## config.mk

```make
export PLATFORM = sky130hd
export DESIGN_NAME = alu_seq_flat
export DESIGN_NICKNAME = d
export VERILOG_FILES = /design/src/rtl/alu_pkg.sv /design/src/rtl/alu_seq_if.sv /design/src/rtl/alu_divider.sv /design/src/rtl/alu_seq.sv /design/src/flat_wrapper.sv
export SDC_FILE = /design/constraint.sdc
export NUM_CORES = 1
export LEC_CHECK = 0
export ABC_AREA = 0
export CAP_MARGIN = 20
export CORE_ASPECT_RATIO = 0.6
export CORE_MARGIN = 4
export CORE_UTILIZATION = 35
export CTS_CLUSTER_SIZE = 16
export DETAILED_ROUTE_END_ITERATION = 8
export PLACE_DENSITY_LB_ADDON = 0.3
export SYNTH_ARGS = -nofsm -noshare
export SYNTH_HDL_FRONTEND = slang
export SYNTH_SLANG_ARGS = --single-unit
```

## constraint.sdc

```tcl
create_clock -name clk -period 9.9 [get_ports clk]
set_input_delay 0.99 -clock clk [delete_from_list [all_inputs] [get_ports clk]]
set_output_delay 0.99 -clock clk [all_outputs]
set_load 0.01 [all_outputs]
```

## src/rtl/alu_pkg.sv

```systemverilog
// ---------------------------------------------------------------------------
// alu_pkg : shared definitions for the multi-cycle accumulator ALU (alu_seq).
//   - Opcode constants (3-bit encoding used by the control unit).
//   - FSM state encoding (IDLE, EXEC, RUN, FIN).
//   - is_iter(): tells whether an opcode takes the one-bit-per-clock path.
// Optional build macro: ALU_FAST_MUL_EN (MUL becomes single-cycle).
// ---------------------------------------------------------------------------
package alu_pkg;

  localparam logic [2:0] OP_NOP  = 3'd0;
  localparam logic [2:0] OP_ADD  = 3'd1;
  localparam logic [2:0] OP_XOR  = 3'd2;
  localparam logic [2:0] OP_MUL  = 3'd3;
  localparam logic [2:0] OP_DIV  = 3'd4;
  localparam logic [2:0] OP_MOD  = 3'd5;
  localparam logic [2:0] OP_SHL  = 3'd6;
  localparam logic [2:0] OP_NOP7 = 3'd7;

  typedef logic [1:0] state_t;
  localparam state_t ST_IDLE = 2'd0;
  localparam state_t ST_EXEC = 2'd1;
  localparam state_t ST_RUN  = 2'd2;
  localparam state_t ST_FIN  = 2'd3;

  // Opcodes that iterate for WIDTH clocks in RUN.
  function automatic logic is_iter(input logic [2:0] op);
`ifdef ALU_FAST_MUL_EN
    return (op == OP_DIV) || (op == OP_MOD);
`else
    return (op == OP_MUL) || (op == OP_DIV) || (op == OP_MOD);
`endif
  endfunction

endpackage

```

## src/rtl/alu_seq_if.sv

```systemverilog
// ---------------------------------------------------------------------------
// alu_seq_if : request/response bundle between the control unit and alu_seq.
//   master (control unit): drives start, alu_op, in1, in2;
//                          observes busy, done, alu_out, z, dz.
//   slave  (ALU)         : the reverse.
// ---------------------------------------------------------------------------
interface alu_seq_if #(
  parameter int WIDTH = 16,
  parameter int OP_W  = 3
);
  logic             start;
  logic [OP_W-1:0]  alu_op;
  logic [WIDTH-1:0] in1;
  logic [WIDTH-1:0] in2;
  logic             busy;
  logic             done;
  logic [WIDTH-1:0] alu_out;
  logic             z;
  logic             dz;

  modport master (
    output start, alu_op, in1, in2,
    input  busy, done, alu_out, z, dz
  );

  modport slave (
    input  start, alu_op, in1, in2,
    output busy, done, alu_out, z, dz
  );
endinterface

```

## src/rtl/alu_divider.sv

```systemverilog
// ---------------------------------------------------------------------------
// alu_divider : WIDTH-bit unsigned restoring divider, one quotient bit/clock.
//   i_init     : load dividend, clear partial remainder.
//   i_step     : perform one iteration.
//   i_dividend, i_divisor : latched operands from alu_seq.
//   o_quo, o_rem : quotient/remainder AFTER the current iteration, so they
//                  hold the final result during the last step cycle.
// A zero divisor always "fits", giving an all-ones quotient and a
// remainder equal to the dividend with no special casing.
// ---------------------------------------------------------------------------
module alu_divider #(
  parameter int WIDTH = 16
) (
  input  logic             clk,
  input  logic             rst_n,
  input  logic             i_init,
  input  logic             i_step,
  input  logic [WIDTH-1:0] i_dividend,
  input  logic [WIDTH-1:0] i_divisor,
  output logic [WIDTH-1:0] o_quo,
  output logic [WIDTH-1:0] o_rem
);

  logic [WIDTH-1:0] r_quo;
  logic [WIDTH-1:0] r_rem;
  logic [WIDTH:0]   w_shift;
  logic [WIDTH-1:0] w_diff;
  logic             w_fit;

  // Shift next dividend bit into the partial remainder and trial-subtract.
  // The true difference is below the divisor, so WIDTH bits suffice.
  assign w_shift = {r_rem, r_quo[WIDTH-1]};
  assign w_fit   = (w_shift >= {1'b0, i_divisor});
  assign w_diff  = w_shift[WIDTH-1:0] - i_divisor;
  assign o_quo   = {r_quo[WIDTH-2:0], w_fit};
  assign o_rem   = w_fit ? w_diff : w_shift[WIDTH-1:0];

  // Quotient/remainder registers: loaded on init, advanced on each step.
  always_ff @(posedge clk or negedge rst_n) begin
    if (!rst_n) begin
      r_quo <= {WIDTH{1'b0}};
      r_rem <= {WIDTH{1'b0}};
    end else if (i_init) begin
      r_quo <= i_dividend;
      r_rem <= {WIDTH{1'b0}};
    end else if (i_step) begin
      r_quo <= o_quo;
      r_rem <= o_rem;
    end
  end

endmodule

```

## src/rtl/alu_seq.sv

```systemverilog
// ---------------------------------------------------------------------------
// alu_seq : multi-cycle accumulator ALU with start/busy/done handshake.
//   clk   : system clock (rising edge)
//   rst_n : asynchronous active-low reset
//   bus   : alu_seq_if.slave -- start, alu_op, in1 (AC), in2 (register)
//           in; busy, done, alu_out, z, dz out (all registered).
// Ops: 1 ADD, 2 XOR, 3 MUL, 4 DIV, 5 MOD, 6 SHL1, 0/7 NOP.
// Build macro ALU_FAST_MUL_EN: MUL uses a combinational multiplier and the
// two-cycle path; otherwise MUL is shift-add over WIDTH clocks.
// ---------------------------------------------------------------------------
module alu_seq
  import alu_pkg::*;
#(
  parameter int WIDTH = 16,
  parameter int OP_W  = 3
) (
  input  logic       clk,
  input  logic       rst_n,
  alu_seq_if.slave   bus
);

  localparam int CW = $clog2(WIDTH);

  state_t           r_state;
  state_t           w_state_nxt;
  logic [WIDTH-1:0] r_a;
  logic [WIDTH-1:0] r_b;
  logic [OP_W-1:0]  r_op;
  logic [CW-1:0]    r_cnt;
  logic [WIDTH-1:0] r_alu_out;
  logic             r_busy;
  logic             r_done;
  logic             r_z;
  logic             r_dz;
  logic [2:0]       w_op;
  logic             w_iter;
  logic             w_last;
  logic [WIDTH-1:0] w_prod;
  logic [WIDTH-1:0] w_quo;
  logic [WIDTH-1:0] w_rem;
  logic [WIDTH-1:0] w_result;

  assign w_op   = 3'(r_op);
  assign w_iter = is_iter(w_op);
  assign w_last = (r_cnt == CW'(WIDTH - 1));

  // Next-state logic: only IDLE listens to start, so starts are never queued.
  always_comb begin
    w_state_nxt = r_state;
    case (r_state)
      ST_IDLE: begin
        if (bus.start) w_state_nxt = ST_EXEC;
        else           w_state_nxt = ST_IDLE;
      end
      ST_EXEC: begin
        if (w_iter) w_state_nxt = ST_RUN;
        else        w_state_nxt = ST_FIN;
      end
      ST_RUN: begin
        if (w_last) w_state_nxt = ST_FIN;
        else        w_state_nxt = ST_RUN;
      end
      ST_FIN:  w_state_nxt = ST_IDLE;
      default: w_state_nxt = ST_IDLE;
    endcase
  end

`ifdef ALU_FAST_MUL_EN
  assign w_prod = r_a * r_b;
`else
  logic [WIDTH-1:0] r_mul_acc;
  logic [WIDTH-1:0] r_mcand;
  logic [WIDTH-1:0] r_mplier;

  // Accumulator after the current iteration; equals the product in the
  // final RUN cycle, which is when the result is captured.
  assign w_prod = r_mplier[0] ? (r_mul_acc + r_mcand) : r_mul_acc;

  // Shift-add multiplier: multiplier LSB-first, multiplicand shifts left.
  always_ff @(posedge clk or negedge rst_n) begin
    if (!rst_n) begin
      r_mul_acc <= {WIDTH{1'b0}};
      r_mcand   <= {WIDTH{1'b0}};
      r_mplier  <= {WIDTH{1'b0}};
    end else if (r_state == ST_EXEC) begin
      r_mul_acc <= {WIDTH{1'b0}};
      r_mcand   <= r_a;
      r_mplier  <= r_b;
    end else if (r_state == ST_RUN) begin
      r_mul_acc <= w_prod;
      r_mcand   <= {r_mcand[WIDTH-2:0], 1'b0};
      r_mplier  <= {1'b0, r_mplier[WIDTH-1:1]};
    end
  end
`endif

  alu_divider #(.WIDTH(WIDTH)) u_div (
    .clk        (clk),
    .rst_n      (rst_n),
    .i_init     (r_state == ST_EXEC),
    .i_step     (r_state == ST_RUN),
    .i_dividend (r_a),
    .i_divisor  (r_b),
    .o_quo      (w_quo),
    .o_rem      (w_rem)
  );

  // Result select; NOP opcodes keep the previous result.
  always_comb begin
    w_result = r_alu_out;
    case (w_op)
      OP_ADD:  w_result = r_a + r_b;
      OP_XOR:  w_result = r_a ^ r_b;
      OP_MUL:  w_result = w_prod;
      OP_DIV:  w_result = w_quo;
      OP_MOD:  w_result = w_rem;
      OP_SHL:  w_result = {r_a[WIDTH-2:0], 1'b0};
      default: w_result = r_alu_out;
    endcase
  end

  // FSM, operand latches, counter and registered outputs.
  always_ff @(posedge clk or negedge rst_n) begin
    if (!rst_n) begin
      r_state   <= ST_IDLE;
      r_a       <= {WIDTH{1'b0}};
      r_b       <= {WIDTH{1'b0}};
      r_op      <= {OP_W{1'b0}};
      r_cnt     <= {CW{1'b0}};
      r_alu_out <= {WIDTH{1'b0}};
      r_busy    <= 1'b0;
      r_done    <= 1'b0;
      r_z       <= 1'b1;
      r_dz      <= 1'b0;
    end else begin
      r_state <= w_state_nxt;
      r_busy  <= (w_state_nxt != ST_IDLE);
      r_done  <= (w_state_nxt == ST_FIN);
      if ((r_state == ST_IDLE) && bus.start) begin
        r_a  <= bus.in1;
        r_b  <= bus.in2;
        r_op <= bus.alu_op;
      end
      if (r_state == ST_EXEC)     r_cnt <= {CW{1'b0}};
      else if (r_state == ST_RUN) r_cnt <= r_cnt + CW'(1);
      // Result and both flags are written together on entry to FIN.
      if (w_state_nxt == ST_FIN) begin
        r_alu_out <= w_result;
        r_z       <= (w_result == {WIDTH{1'b0}});
        r_dz      <= ((w_op == OP_DIV) || (w_op == OP_MOD)) && (r_b == {WIDTH{1'b0}});
      end
    end
  end

  assign bus.busy    = r_busy;
  assign bus.done    = r_done;
  assign bus.alu_out = r_alu_out;
  assign bus.z       = r_z;
  assign bus.dz      = r_dz;

endmodule

```

## src/flat_wrapper.sv

```systemverilog
// flat-port wrapper written by rule: the top's interface ports become plain ports
module alu_seq_flat import alu_pkg::*;
#(
  parameter int WIDTH = 16,
  parameter int OP_W  = 3
)
  (clk, rst_n, bus_start, bus_alu_op, bus_in1, bus_in2, bus_busy, bus_done, bus_alu_out, bus_z, bus_dz);
  alu_seq_if #(.WIDTH(WIDTH), .OP_W(OP_W)) bus_i ();
  input  logic clk;
  input  logic rst_n;
  input wire logic [$bits(bus_i.start)-1:0] bus_start;
  input wire logic [$bits(bus_i.alu_op)-1:0] bus_alu_op;
  input wire logic [$bits(bus_i.in1)-1:0] bus_in1;
  input wire logic [$bits(bus_i.in2)-1:0] bus_in2;
  output wire logic [$bits(bus_i.busy)-1:0] bus_busy;
  output wire logic [$bits(bus_i.done)-1:0] bus_done;
  output wire logic [$bits(bus_i.alu_out)-1:0] bus_alu_out;
  output wire logic [$bits(bus_i.z)-1:0] bus_z;
  output wire logic [$bits(bus_i.dz)-1:0] bus_dz;
  assign bus_i.start = bus_start;
  assign bus_i.alu_op = bus_alu_op;
  assign bus_i.in1 = bus_in1;
  assign bus_i.in2 = bus_in2;
  assign bus_busy = bus_i.busy;
  assign bus_done = bus_i.done;
  assign bus_alu_out = bus_i.alu_out;
  assign bus_z = bus_i.z;
  assign bus_dz = bus_i.dz;
  alu_seq #(.WIDTH(WIDTH), .OP_W(OP_W)) u_core (.clk(clk), .rst_n(rst_n), .bus(bus_i));
endmodule
```

==> impl_metrics.toml, run 1 <==
[run_status]
outcome = "finished clean"

[yosys]
synth-edff-count = 0
yosysWarnings = 0
avgSynthCellArea_sq_um = 9.04
synth_nets = 1137
ys_ff_latch = 141
ys_seq_area_share_pct = 37.3
synth.distinct_cells = 92
synthCells = 1045
yosysTopAreaCellShare_pct = 37.1
synth-simple-area-share_pct = 12.4
muxShareOfSynthArea_pct = 10.2
netlist_top_cells_area = "dfrtp_1, ha_1, a21oi_1"
synth_fa_ha_area_share_pct = 7.39
synthArstFlopShare_pct = 100
syn_area_sq_um = 9450
synth_xor_area_share_pct = 3.24
synth_compound_area_share_pct = 24.1
synth_top_family_by_area = "compound AO/OA/AOI/OAI gates"
yosysTopAreaCell = "dfrtp_1"
synthFlopType = "dfrtp_1"

[finish]
layout_common_cells = "dfrtp_1, nor2_1, a21oi_1"
nets = 1168
drive_gt1_share_pct = 11.2
layout_commonest_cell = "dfrtp_1"
diodes = 0
stdcell_count = 1449
area_growth_pct = 15.9

[drt]
post_drt_via_cell_ratio = 5.80
drt-wirelength-per-cell_microns = 21.6
wl_mm = 31.3
vias = 8406
initialDrtViolationCount = 1113
ant_nets = 0
route.detailed.drc = 0
dr.pass1.iters = 7

[clock_tree]
cts_buffer_depth = 2
postCtsSetupRepairBufs = 0
clkTransAtPathRegs_ns = 0.07
cts_tree = "done"
htreeDepth = 4
cts_root_buffer = "clkbuf_16"
cts_buffers = 17
cts_resized = 0
cts_hold_buf = 0
clk_latency_ns = 0.44
cts_sinks = 141

[setup_path]
worstPathCellList = "buf_4 -> nand2_1 -> a31oi_1 -> o21ai_2 -> nand2_2 -> inv_2 -> nand2_1 -> a311oi_1 -> o2111a_1 -> nor4bb_1 -> a22o_1"
critPathMaxFanout = 28
critPathTopFamily = "compound AO/OA/AOI/OAI gates"
worst-path-buf-inv = 2
cpPeakStageDelay_ns = 0.54
arrival_ns = 4.12
crit_path_top_delay_cell = "dfrtp_1"
required_ns = 10.29
criticalPathCategory = "flip-flop to flip-flop"
timing.critical_path.mode_cell = "nand2_1"
crit_path_start_kind = "flip-flop"
endpoint_kind = "flip-flop"

[sta]
hold_slack_ns = 0.530
clock_skew_ns = 0.00871
rsz0062_at_grt = "false"
fin_crit_sh_pct = 37.7
finalMaxSlewViolations = 0
max_freq_mhz = 268
worstMarginPinSlew_ns = 1.08
relSlewSlack_pct = 27.7
tns_ns = 0
setup_viol = 0
min_period_ns = 3.73
finalHoldViolCount = 0
setup_ws_ns = 6.17

[grt]
grt_use_total_pct = 21.3
antenna_found_initial = 0
grt_max_degree = 104
grt_pass1_vias = 7722
grt_remaining_overflow = 0
grt_pass1_wl_mm = 48.0

[floorplan]
start_util_pct = 35.7
die_area_sq_um = 29800
num_io_pins = 58
die_w_microns = 220
die_h_microns = 135
num_rows = 46
core_sq_um = 26500

[min_path]
hp-class = "flip-flop to flip-flop"

[placement]
pre_cts_ws_ns = 6.30
gp_congestion = 0.948
dp.cells = 1416
dp.final_hpwl_mm = 23.5
portBuffers = 57

[job]
cap_violations = 0
[area by class of cell]
class / instances / area (sq um)
Inverter: 75 / 282
Clock inverter: 13 / 180
Multi-Input combinational cell: 776 / 5440
Fill cell: 2602 / 15500
Timing Repair Buffer: 65 / 629
Clock buffer: 19 / 443
Tap cell: 360 / 450
Sequential cell: 141 / 3530
[Yosys cell counts, types with 8 or more instances]
cell type and n:
dfrtp_1 140, nor2_1 110, a21oi_1 104, inv_1 71, nand2_1 63, o21ai_0 57, ha_1 51, mux2i_1 50
o22ai_1 46, clkbuf_1 40, mux2_2 40, xnor2_1 27, nand3_1 13, a211oi_1 12, nor3_1 12, a31oi_1 11
o21a_1 11, nand2b_1 10, a21o_1 9, o211ai_1 8, xor2_1 8
[routing by layer]
metal	part of all wire, %	global-route usage, %	vias to the layer above
met2	36	26.4	390
li1	-	-	3882
met1	52	35.4	4102
met4	1.1	3.76	0
met5	0	0	-
met3	10	6.16	32
[through the flow]
step                utilization, %  area [sq um]
finish                        41.4         11000
global placement              39.0         10300
CTS                           41.4         10900
global route                  41.4         11000
floorplan                        -          9450
detailed placement            39.0         10300
[logic make-up after synthesis]
| logic type | after synthesis |
|---|---|
| buffers and inverters | 128 |
| multiplexers | 91 |
| AO/OA/AOI/OAI | 344 |
| flip-flops | 141 |
| AND/OR/NAND/NOR | 252 |
| adder cells (fa/ha/maj) | 54 |
| XOR/XNOR | 35 |
[state kept, by name, indices dropped and copies added, names as in the netlist]
signal and count:
u_core.bus.alu_out 16, u_core.bus.busy 1, u_core.bus.done 1, u_core.bus.dz 1, u_core.bus.z 1, u_core.r_a 16, u_core.r_b 16, u_core.r_cnt 4
u_core.r_mcand 16, u_core.r_mplier 16, u_core.r_mul_acc 16, u_core.r_op 3, u_core.r_state 2, u_core.u_div.r_quo 16, u_core.u_div.r_rem 16
[path summary, 6_finish.rpt]
| kind | from | to | slack, ns | cells past startpoint |
|---|---|---|---|---|
| worst max-delay path | u_core.r_op[2] | u_core.bus.z | 6.17 | 11 |
| worst min-delay path | u_core.r_mplier[4] | u_core.r_mplier[4] | 0.53 | 2 |
| worst max register to register | u_core.r_op[2] | u_core.bus.z | 6.17 | 11 |
| worst min register to register | u_core.r_mplier[4] | u_core.r_mplier[4] | 0.53 | 2 |
| max in group asynchronous | rst_n | u_core.r_b[0] | 7.92 | 2 |
| min in group asynchronous | rst_n | u_core.r_mul_acc[13] | 0.55 | 1 |
[tightest hold or removal path: cells and delay by family (launching register included)]
family	cells	cell delay (ns)
simple gates	1	0.04
compound gates	1	0.10
flops	1	0.34
Power of run 1 is not shown: default switching activity piles up to over one toggle a cycle in this logic, so the estimate is an artifact.
==> run 2: changes to the inputs <==
==> constraint.sdc (replaced) <==
create_clock -name clk -period 3.2 [get_ports clk]
set_input_delay 0.32 -clock clk [delete_from_list [all_inputs] [get_ports clk]]
set_output_delay 0.32 -clock clk [all_outputs]
set_load 0.01 [all_outputs]
==> impl_metrics.toml, run 2 (same netlist as run 1, synthesis figures left out) <==
[drt]
ant_nets = 0
dr.pass1.iters = 5
initialDrtViolationCount = 844
drt-wirelength-per-cell_microns = 21.7
route.detailed.drc = 0
drt-met1-wl_mm = 17.4
vias = 8725
met3_length_mm = 3.95
wl_mm = 33.9
post_drt_via_cell_ratio = 5.59
routed.top_layer = "met4"
wl_met2_mm = 12.3

[clock_tree]
cts_root_buffer = "clkbuf_16"
clk_latency_ns = 0.45
cts_tree = "done"
cts_buffers = 17
cts_buffer_depth = 2
htreeDepth = 4
cts_sinks = 141
clkTransAtPathRegs_ns = 0.07

[sta]
rsz0062_at_grt = "true"
setup_viol = 0
max_freq_mhz = 314
min_period_ns = 3.19
finalMaxSlewViolations = 0
hold_slack_ns = 0.458
clock_skew_ns = 0.00726
fin_crit_sh_pct = 99.7
tns_ns = 0
finalHoldViolCount = 0
relSlewSlack_pct = 24.0
worstMarginPinSlew_ns = 1.13

[setup_path]
worstPathCellList = "inv_2 -> ha_4 -> nor2b_4 -> buf_6 -> o31a_1 -> o21ai_4 -> a211oi_4 -> nor2_4 -> buf_6 -> nor3_2 -> a311oi_2 -> o2111a_1 -> nor4bb_2 -> a22o_1"
cpPeakStageDelay_ns = 0.39
required_ns = 3.59
criticalPathCategory = "flip-flop to flip-flop"
arrival_ns = 3.58
crit_path_top_delay_cell = "dfrtp_1"
crit_path_start_kind = "flip-flop"
critPathMaxFanout = 5
r2r_start = "u_core.r_b[1]"
timing.rr.end = "u_core.bus.z"
timing.critical_path.mode_cell = "buf_6"
reg2reg_slack_ns = 0.01
endpoint_kind = "flip-flop"
reg2regPathDepth = 14

[min_path]
hp-class = "input port to async pin"

[grt]
antenna_found_initial = 0
grt_max_degree = 129
grt_pass1_wl_mm = 51.1
grt_remaining_overflow = 0
grt_pass1_vias = 8209
grt_use_total_pct = 22.9

[finish]
layout_commonest_cell = "dfrtp_1"
fill_cells = 2602
area_growth_pct = 28.3
diodes = 0
layout_common_cells = "dfrtp_1, nor2_1, buf_4"
drive_gt1_share_pct = 22.9
nets = 1279

[placement]
portBuffers = 57
gp_congestion = 1.00
dp.final_hpwl_mm = 25.8

[floorplan]
start_util_pct = 35.7
num_rows = 46
core_sq_um = 26500
die_w_microns = 220
die_area_sq_um = 29800
die_h_microns = 135
num_io_pins = 58

[job]
cap_violations = 0

[run_status]
outcome = "finished clean"
## run 2: layer usage
metal / GRT usage, % / up-vias
met3: 10.2 / 19
met2: 27.7 / 359
li1: - / 4107
met5: 0 / -
met1: 36.9 / 4240
met4: 3.07 / 0
## run 2: area by class of cell
class | count | area [sq um] | share of cell area, %
Clock buffer | 17 | 425 | 3.51
Clock inverter | 15 | 201 | 1.66
Tap cell | 360 | 450 | 3.71
Sequential cell | 141 | 3530 | 29.1
Inverter | 75 | 282 | 2.32
Timing Repair Buffer | 175 | 1530 | 12.7
Multi-Input combinational cell | 777 | 5700 | 47.0
## run 2: what timing repair did
action                                  CTS  global route
endpoints found under the setup margin    1             4
endpoints found under the hold margin    69             0
gates cloned                              0             1
pin swaps                                 6            30
hold buffers                              1             0
buffers inserted                          2             8
resized for setup                         8            50
## run 2: worst max path at each step
stage	start	endpoint	slack, ns	cells after the start
after floorplan	u_core.r_b[1]	u_core.bus.z	0.07	12
after CTS	u_core.r_b[1]	u_core.bus.z	0.002	13
after global placement	u_core.r_b[1]	u_core.bus.z	-0.03	13
after detailed placement	u_core.r_b[0]	u_core.bus.z	-0.11	12
final	u_core.r_b[1]	u_core.bus.z	0.01	14
after global routing	u_core.r_b[2]	u_core.bus.z	-0.11	13
## run 2: critical path: cells and delay by family, from the launching register on
kind | cells | cell delay (ns)
AOI/OAI and AO/OA | 6 | 1.46
and+or+nand+nor | 4 | 0.71
DFF | 1 | 0.39
buffers and inverters | 3 | 0.36
adders and majority gates | 1 | 0.21
## run 2: stage by stage
stage | setup slack, ns | area (sq um) | std cells | utilization (%)
floorplan | 0.0747 | 9450 | 1045 | -
global placement | -0.0335 | 11100 | 1516 | 42.0
detailed placement | -0.112 | 11100 | 1516 | 42.0
CTS | 0.00192 | 11800 | 1551 | 44.7
global route | -0.107 | 12100 | 1560 | 45.8
finish | 0.0104 | 12100 | 1560 | 45.8
Power of run 2 is left out for the same reason.
==> run 3: changes to the inputs <==
--- a/config.mk
+++ b/config.mk
@@ -13,6 +13,7 @@
 export CTS_CLUSTER_SIZE = 16
 export DETAILED_ROUTE_END_ITERATION = 8
 export PLACE_DENSITY_LB_ADDON = 0.3
+export SLEW_MARGIN = 10
 export SYNTH_ARGS = -nofsm -noshare
 export SYNTH_HDL_FRONTEND = slang
 export SYNTH_SLANG_ARGS = --single-unit
==> results of run 3 <==
Same layout as run 2: the final DEF is identical, and so are final timing and power.
Power of run 3 is left out for the same reason.
